**src/rtl/pe_pkg.sv**
```systemverilog
// Shared types and helpers for the PE psum output stage: FSM state encoding,
// config field widths and saturation limits derived from the stored psum width.
package pe_pkg;

  typedef enum logic [2:0] {
    ST_IDLE  = 3'd0,
    ST_ACCUM = 3'd1,
    ST_FLUSH = 3'd2,
    ST_DRAIN = 3'd3,
    ST_DONE  = 3'd4
  } pe_state_e;

  localparam int KSIZE_W   = 3;
  localparam int SHIFT_W   = 3;
  localparam int KSIZE_MIN = 1;

  function automatic longint sat_max(input int width);
    return (64'sd1 <<< (width - 1)) - 64'sd1;
  endfunction

  function automatic longint sat_min(input int width);
    return -(64'sd1 <<< (width - 1));
  endfunction

endpackage

```
**src/rtl/psum_bank.sv**
```systemverilog
// One psum bank: 1R1W memory with a registered read port; rdata holds while
// no read is issued, which the drain path relies on during backpressure.
module psum_bank #(
  parameter int DEPTH = 64,
  parameter int WIDTH = 16,
  parameter int AW    = $clog2(DEPTH)
) (
  input  logic             clk,
  input  logic             we,
  input  logic [AW-1:0]    waddr,
  input  logic [WIDTH-1:0] wdata,
  input  logic             re,
  input  logic [AW-1:0]    raddr,
  output logic [WIDTH-1:0] rdata
);

  logic [WIDTH-1:0] mem_r [DEPTH];
  logic [WIDTH-1:0] rdata_r;

  // write port and synchronous read port
  always_ff @(posedge clk) begin
    if (we) begin
      mem_r[waddr] <= wdata;
    end
    if (re) begin
      rdata_r <= mem_r[raddr];
    end
  end

  assign rdata = rdata_r;

endmodule

```
**src/rtl/pe_psum_accum.sv**
```systemverilog
// PE output stage: splits column psums into two lanes, accumulates each lane
// into its own bank over several passes, then drains both banks downstream.
module pe_psum_accum
  import pe_pkg::*;
#(
  parameter int COLUMN_NUM     = 6,
  parameter int COL_PSUM_WIDTH = 19,
  parameter int PDATA_WIDTH    = 16,
  parameter int ACC_WIDTH      = 24,
  parameter int BIAS_WIDTH     = 8,
  parameter int DEPTH          = 64,
  localparam int AW            = $clog2(DEPTH)
) (
  input  logic                                 i_clk,
  input  logic                                 i_rst,
  input  logic                                 i_cfg_start,
  input  logic [KSIZE_W-1:0]                   i_cfg_ksize,
  input  logic [AW:0]                          i_cfg_len,
  input  logic                                 i_cfg_first,
  input  logic                                 i_cfg_last,
  input  logic [SHIFT_W-1:0]                   i_cfg_shift,
  input  logic [BIAS_WIDTH-1:0]                i_bias,
  input  logic                                 i_in_valid,
  output logic                                 o_in_ready,
  input  logic [COLUMN_NUM*COL_PSUM_WIDTH-1:0] i_psum_column,
  input  logic [2:0]                           i_wgt_shift,
  output logic                                 o_out_valid,
  input  logic                                 i_out_ready,
  output logic [PDATA_WIDTH-1:0]               o_out_data0,
  output logic [PDATA_WIDTH-1:0]               o_out_data1,
  output logic                                 o_busy,
  output logic                                 o_done
);

  localparam logic signed [ACC_WIDTH-1:0] SAT_HI = ACC_WIDTH'(sat_max(PDATA_WIDTH));
  localparam logic signed [ACC_WIDTH-1:0] SAT_LO = ACC_WIDTH'(sat_min(PDATA_WIDTH));
  localparam logic [AW:0] CNT_ONE = (AW+1)'(1);

  pe_state_e state_r;
  logic [AW:0] cnt_r, len_r;
  logic [3:0] ksize_r, ksize_clamp_s;
  logic first_r, last_r, in_ready_r, out_valid_r, busy_r, done_r, pv_r;
  logic [SHIFT_W-1:0] shift_r;
  logic signed [BIAS_WIDTH-1:0] bias_r;
  logic [PDATA_WIDTH-1:0] out_data0_r, out_data1_r;
  logic v1_r;
  logic [AW-1:0] addr1_r, raddr_s;
  logic signed [ACC_WIDTH-1:0] sum0_s, sum1_s, sum0_r, sum1_r, col_s;
  logic signed [ACC_WIDTH-1:0] acc0_s, acc1_s, sh0_s, sh1_s;
  logic [PDATA_WIDTH-1:0] rd0_s, rd1_s, wdata0_s, wdata1_s;
  logic accept_s, can_adv_s, issue_s, re_s;

  function automatic logic [PDATA_WIDTH-1:0] saturate(input logic signed [ACC_WIDTH-1:0] v);
    if (v > SAT_HI) return SAT_HI[PDATA_WIDTH-1:0];
    else if (v < SAT_LO) return SAT_LO[PDATA_WIDTH-1:0];
    else return v[PDATA_WIDTH-1:0];
  endfunction

  // clamp requested kernel width into 1..COLUMN_NUM
  always_comb begin
    if (i_cfg_ksize == 3'd0) ksize_clamp_s = 4'(KSIZE_MIN);
    else if ({1'b0, i_cfg_ksize} > 4'(COLUMN_NUM)) ksize_clamp_s = 4'(COLUMN_NUM);
    else ksize_clamp_s = {1'b0, i_cfg_ksize};
  end

  // lane split: active columns below wgt_shift go to lane0, the rest to lane1
  always_comb begin
    sum0_s = '0;
    sum1_s = '0;
    col_s  = '0;
    for (int j = 0; j < COLUMN_NUM; j++) begin
      col_s = ACC_WIDTH'(signed'(i_psum_column[j*COL_PSUM_WIDTH +: COL_PSUM_WIDTH]));
      if (4'(j) < ksize_r) begin
        if (4'(j) < {1'b0, i_wgt_shift}) sum0_s = sum0_s + col_s;
        else sum1_s = sum1_s + col_s;
      end else begin
        sum0_s = sum0_s;
      end
    end
  end

  assign accept_s  = in_ready_r & i_in_valid;
  assign can_adv_s = !out_valid_r || i_out_ready;
  assign issue_s   = (state_r == ST_DRAIN) && (cnt_r < len_r) && (!pv_r || can_adv_s);
  assign re_s      = accept_s | issue_s;
  assign raddr_s   = cnt_r[AW-1:0];

  // read-modify-write second stage: combine stored psum or bias, shift, saturate
  always_comb begin
    acc0_s = (first_r ? {ACC_WIDTH{1'b0}} : (ACC_WIDTH'(signed'(rd0_s)) <<< shift_r)) + sum0_r;
    acc1_s = (first_r ? ACC_WIDTH'(bias_r) : (ACC_WIDTH'(signed'(rd1_s)) <<< shift_r)) + sum1_r;
    sh0_s  = acc0_s >>> shift_r;
    sh1_s  = acc1_s >>> shift_r;
    wdata0_s = saturate(sh0_s);
    wdata1_s = saturate(sh1_s);
  end

  psum_bank #(.DEPTH(DEPTH), .WIDTH(PDATA_WIDTH), .AW(AW)) u_bank0 (
    .clk(i_clk), .we(v1_r), .waddr(addr1_r), .wdata(wdata0_s),
    .re(re_s), .raddr(raddr_s), .rdata(rd0_s)
  );

  psum_bank #(.DEPTH(DEPTH), .WIDTH(PDATA_WIDTH), .AW(AW)) u_bank1 (
    .clk(i_clk), .we(v1_r), .waddr(addr1_r), .wdata(wdata1_s),
    .re(re_s), .raddr(raddr_s), .rdata(rd1_s)
  );

  // accumulate pipeline stage register; reset drops any write in flight
  always_ff @(posedge i_clk) begin
    if (i_rst) begin
      v1_r    <= 1'b0;
      addr1_r <= '0;
      sum0_r  <= '0;
      sum1_r  <= '0;
    end else begin
      v1_r    <= accept_s;
      addr1_r <= cnt_r[AW-1:0];
      sum0_r  <= sum0_s;
      sum1_r  <= sum1_s;
    end
  end

  // control FSM with registered handshake and status outputs
  always_ff @(posedge i_clk) begin
    if (i_rst) begin
      state_r     <= ST_IDLE;
      cnt_r       <= '0;
      len_r       <= '0;
      ksize_r     <= 4'(KSIZE_MIN);
      first_r     <= 1'b0;
      last_r      <= 1'b0;
      shift_r     <= '0;
      bias_r      <= '0;
      in_ready_r  <= 1'b0;
      out_valid_r <= 1'b0;
      out_data0_r <= '0;
      out_data1_r <= '0;
      pv_r        <= 1'b0;
      busy_r      <= 1'b0;
      done_r      <= 1'b0;
    end else begin
      done_r <= 1'b0;
      case (state_r)
        ST_IDLE: begin
          if (i_cfg_start) begin
            ksize_r <= ksize_clamp_s;
            len_r   <= i_cfg_len;
            first_r <= i_cfg_first;
            last_r  <= i_cfg_last;
            shift_r <= i_cfg_shift;
            bias_r  <= i_bias;
            cnt_r   <= '0;
            busy_r  <= 1'b1;
            if (i_cfg_len == '0) begin
              state_r <= ST_DONE;
              done_r  <= 1'b1;
            end else begin
              state_r    <= ST_ACCUM;
              in_ready_r <= 1'b1;
            end
          end
        end
        ST_ACCUM: begin
          if (accept_s) begin
            cnt_r <= cnt_r + CNT_ONE;
            if (cnt_r + CNT_ONE == len_r) begin
              in_ready_r <= 1'b0;
              state_r    <= ST_FLUSH;
            end
          end
        end
        ST_FLUSH: begin
          cnt_r <= '0;
          if (last_r) begin
            state_r <= ST_DRAIN;
          end else begin
            state_r <= ST_DONE;
            done_r  <= 1'b1;
          end
        end
        ST_DRAIN: begin
          if (issue_s) cnt_r <= cnt_r + CNT_ONE;
          pv_r <= issue_s | (pv_r & !can_adv_s);
          if (can_adv_s) begin
            out_valid_r <= pv_r;
            if (pv_r) begin
              out_data0_r <= rd0_s;
              out_data1_r <= rd1_s;
            end
          end
          if (out_valid_r && i_out_ready && !pv_r && cnt_r == len_r) begin
            state_r <= ST_DONE;
            done_r  <= 1'b1;
          end
        end
        ST_DONE: begin
          state_r <= ST_IDLE;
          busy_r  <= 1'b0;
        end
        default: begin
          state_r <= ST_IDLE;
          busy_r  <= 1'b0;
        end
      endcase
    end
  end

  assign o_in_ready  = in_ready_r;
  assign o_out_valid = out_valid_r;
  assign o_out_data0 = out_data0_r;
  assign o_out_data1 = out_data1_r;
  assign o_busy      = busy_r;
  assign o_done      = done_r;

endmodule

```
**config.mk**
```make
export PLATFORM = sky130hd
export DESIGN_NAME = pe_psum_accum
export DESIGN_NICKNAME = d
export VERILOG_FILES = /design/src/rtl/pe_pkg.sv /design/src/rtl/psum_bank.sv /design/src/rtl/pe_psum_accum.sv
export SDC_FILE = /design/constraint.sdc
export NUM_CORES = 2
export LEC_CHECK = 0
export CORE_UTILIZATION = 35
export CTS_CLUSTER_SIZE = 30
export DETAILED_ROUTE_END_ITERATION = 8
export SYNTH_ARGS = -nofsm -noshare
export SYNTH_HDL_FRONTEND = slang
export SYNTH_SLANG_ARGS = --single-unit
```
**constraint.sdc**
```tcl
create_clock -name i_clk -period 18.2 [get_ports i_clk]
set_input_delay 2.73 -clock i_clk [delete_from_list [all_inputs] [get_ports i_clk]]
set_output_delay 2.73 -clock i_clk [all_outputs]
set_load 0.005 [all_outputs]
```
==> results by group <==
CTS
  – CTS clk-pin slew, worst paths: 0.06 ns
  – Post-CTS Resized: 0
  – Clock Sinks: 2205
  – Cts hold-fix bufs: 0
  – Post CTS Setup Buffer Count: 0
  – CTS Buffer Depth: 3
  – Clk Latency, worst-skew pair: 0.84 ns
  – CTS buffer count: around 200
  – CTS tree: built
  – Max H-tree Level: 4
  – Clk root buf: clkbuf_16

Finish
  – Final core utilization: 0.4010
  – Area taken by multi-input logic gates: between 30000 and 40000 um^2
  – Fillers: approximately 26000
  – Register area: ~65000 um^2
  – Fin nets: ~7100
  – Post-route cell area: approximately 120000 um^2
  – P&R area growth vs syn: 13.60%
  – Proportion of layout cells with a drive suffix above 1: 0.1945

Yosys
  – Share of the synthesized area in the top cell type: 0.6120
  – Seq/Total Area, Yosys: 0.6365
  – Async SR Flop Fraction: 0
  – Cell area after synthesis: ~100000 um^2
  – Area contributors post-synth: edfxtp_1 61%, mux4_2 15%, ha_1 3.6%
  – Post-Syn Nets: 6821
  – #FFs+latches synth: ~2200
  – Number of flops mapped to enable cells by yosys: roughly 2100
  – Cells after Synth: 6372
  – Post-synthesis cell type count: 98
  – Predominant post-synthesis flop cell: edfxtp_1
  – Post-synth top area cell: edfxtp_1
  – Syn Area/Cell: ~16 um^2
  – Warnings from Yosys: 0

Power and ir drop
  – Leak pwr: 0.03726 uW
  – Power Dens Cells: around 120 nW/um^2
  – VDD IR max: 139.6 uV

Setup path
  – Setup CP Type: in -> reg
  – Slowest cell on crit path: clkdlybuf4s50_1
  – Critical path arrival: about 14 ns
  – Most frequent CP cell: nor2_1
  – Crit path required time: approximately 19 ns
  – Worst Setup End Kind: flop
  – CP Max Fanout: 21
  – CP startpoint kind: primary input
  – Crit-path max cell delay: between 0.7 and 0.8 ns

Drt
  – Drt drc: 0
  – Remaining antenna violation count after routing: 0
  – Met2 WL: around 130 mm
  – WL per Instance: 26.87 um
  – Vias: around 60000
  – Vias per inst: ~5.7
  – Pre-antenna DRT Iters: 5
  – Wire length on met1: ~120 mm
  – Iteration-0 DRC Markers: between 6000 and 7000
  – DRT Wirelength: between 200 and 300 mm
  – DR WL met3: around 21 mm
  – Top routing layer used: met4

Floorplanning
  – Initial Util: 0.3530
  – Die Wd: about 540 um
  – Rows: 197
  – Die ar.: ~290000 um^2
  – Die Span Y: ~540 um
  – Ports: 181
  – Total core area: slightly below 300000 um^2

STA
  – Slew Limit Fails: 0
  – Setup TNS: 0 ns
  – RSZ-0062 raised after global routing: no
  – Hold_ws: 0.4553 ns
  – Final setup fails: 0
  – F_max: 75.85 MHz
  – Relative slew slack: 0.2310
  – Worst-margin pin slew: around 1.2 ns
  – Max Clock Skew: approximately 0.042 ns
  – Final hold violation count: 0
  – Final worst setup slack: between 5 and 6 ns
  – Final period utilization: 0.7244
  – Min Clock Period, post-route: roughly 13 ns

Placed design
  – Placer Congestion: approximately 0.9
  – Place WS: roughly 4.4 ns
  – Port Buffer Count: between 150 and 200
  – Placed Area: ~110000 um^2
  – Hpwl dp: approximately 180 mm

Global route
  – Largest net degree at the start of global routing: between 100 and 150
  – First-pass GRT wire length: around 410 mm
  – All-layer global routing usage: 0.1912
  – Gr ovfl total: 0
  – Vias in the first global route: between 50000 and 60000
  – Initial antenna violation count: 20

Hold path
  – Hold Path Class: reg -> reg

Job
  – Max Cap Violations: 0

Outcome
  – Run status: completed
-- per-stage QoR --
stage | total power [uW] | instances
floorplan | 8586 | 6372
global route | 14200 | 10654
global placement | 9515 | 10285
detailed placement | 9620 | 10285
CTS | 13730 | 10652
finish | 13670 | 10659
-- power breakdown --
part,leakage (uW),internal (uW),switching [uW]
Sequential,0.0196,6460,39.7
Clock,0.00310,2270,1870
Combinational,0.0145,965,2070
Total,0.0373,9690,3980
-- worst paths after layout --
kind | cells after the start | slack [ns] | to | from
min reg2reg | 2 | 0.46 | o_out_data0[2] | o_out_data0[2]
max | 49 | 5.02 | sum0_r[23] | i_wgt_shift[2]
max reg2reg | 49 | 7.08 | sum0_r[23] | ksize_r[2]
min | 2 | 0.46 | o_out_data0[2] | o_out_data0[2]
-- placed cells by master (no fill, tap or decap), drive strengths merged, types with 11 or more instances in the layout --
master,n
a211oi,58
a21o,111
a21oi,376
a22o,16
a311oi,11
a31oi,28
and2,55
and3,38
buf,158
bufinv,12
clkbuf,262
clkdlybuf4s50,179
clkinv,86
dfxtp,125
edfxtp,2080
fa,12
ha,292
inv,117
mux2,66
mux2i,99
mux4,662
nand2,410
nand2b,41
nand3,77
nand4,11
nor2,422
nor2b,49
nor3,77
nor4,12
o211ai,28
o21a,59
o21ai,251
o21bai,29
o31ai,20
or2,16
or3,22
xnor2,131
xor2,88
-- registers in the layout, indices dropped and copies added (netlist names), 16 cells and up --
| name | count |
|---|---|
| o_out_data0 | 16 |
| u_bank1.mem_r | 1024 |
| sum1_r | 24 |
| sum0_r | 24 |
| u_bank0.mem_r | 1024 |
| u_bank0.rdata | 16 |
| u_bank1.rdata | 16 |
| o_out_data1 | 16 |
-- metal layers --
layer / up-vias / GRT usage
met1: 31595 / 0.2733
met2: 2363 / 0.3058
met4: 0 / 0.04646
met3: 349 / 0.02877
li1: 25965 / -
met5: - / 0
-- final cells by class --
cell class / instances / area share
well taps: 3880 / 0.04187
inverters: 111 / 0.003594
clock buffers: 262 / 0.04671
clock inverters: 105 / 0.007997
diodes: 7 / 0.0001511
repair buffers: 337 / 0.02601
multi-input cells: 3752 / 0.3131
flip-flops and latches: 2205 / 0.5605
-- critical path, delay by kind of cell --
family	cells	cell delay, ns
AOI/OAI and AO/OA	17	4.06
xor gates and xnor gates	6	0.76
adders and majority gates	6	2.13
buffers and inverters	2	0.94
muxes	3	0.74
and+or+nand+nor	15	2.44
-- Yosys cell counts (11+ instances only) --
cell      count
edfxtp_1   2080
mux4_2      662
nor2_1      420
nand2_1     409
a21oi_1     367
ha_1        292
o21ai_0     236
clkbuf_1    226
xnor2_1     131
dfxtp_1     125
a21o_1      111
inv_1       110
mux2i_1      99
xor2_1       88
nand3_1      77
nor3_1       77
buf_1        72
mux2_2       66
o21a_1       59
a211oi_1     55
and2_1       55
nor2b_1      48
nand2b_1     41
and3_1       37
o21bai_1     29
o211ai_1     28
a31oi_1      27
or3_1        22
o31ai_1      19
a22o_1       16
or2_2        15
fa_1         12
nand4_1      11
nor4_1       11
-- cells by family (layout without fill, tap and decap cells) --
| group | after synthesis | after routing | synth area share |
|---|---|---|---|
| other | 0 | 7 | 0 |
| muxes | 827 | 827 | 0.1631 |
| buffers and inverters | 415 | 815 | 0.01552 |
| xor gates and xnor gates | 220 | 220 | 0.01903 |
| adders and majority gates | 305 | 305 | 0.03825 |
| DFF | 2205 | 2205 | 0.6365 |
| AOI/OAI and AO/OA | 1138 | 1138 | 0.07161 |
| and+or+nand+nor | 1262 | 1262 | 0.05597 |
No activity file was read; power rests on OpenSTA's default activity.
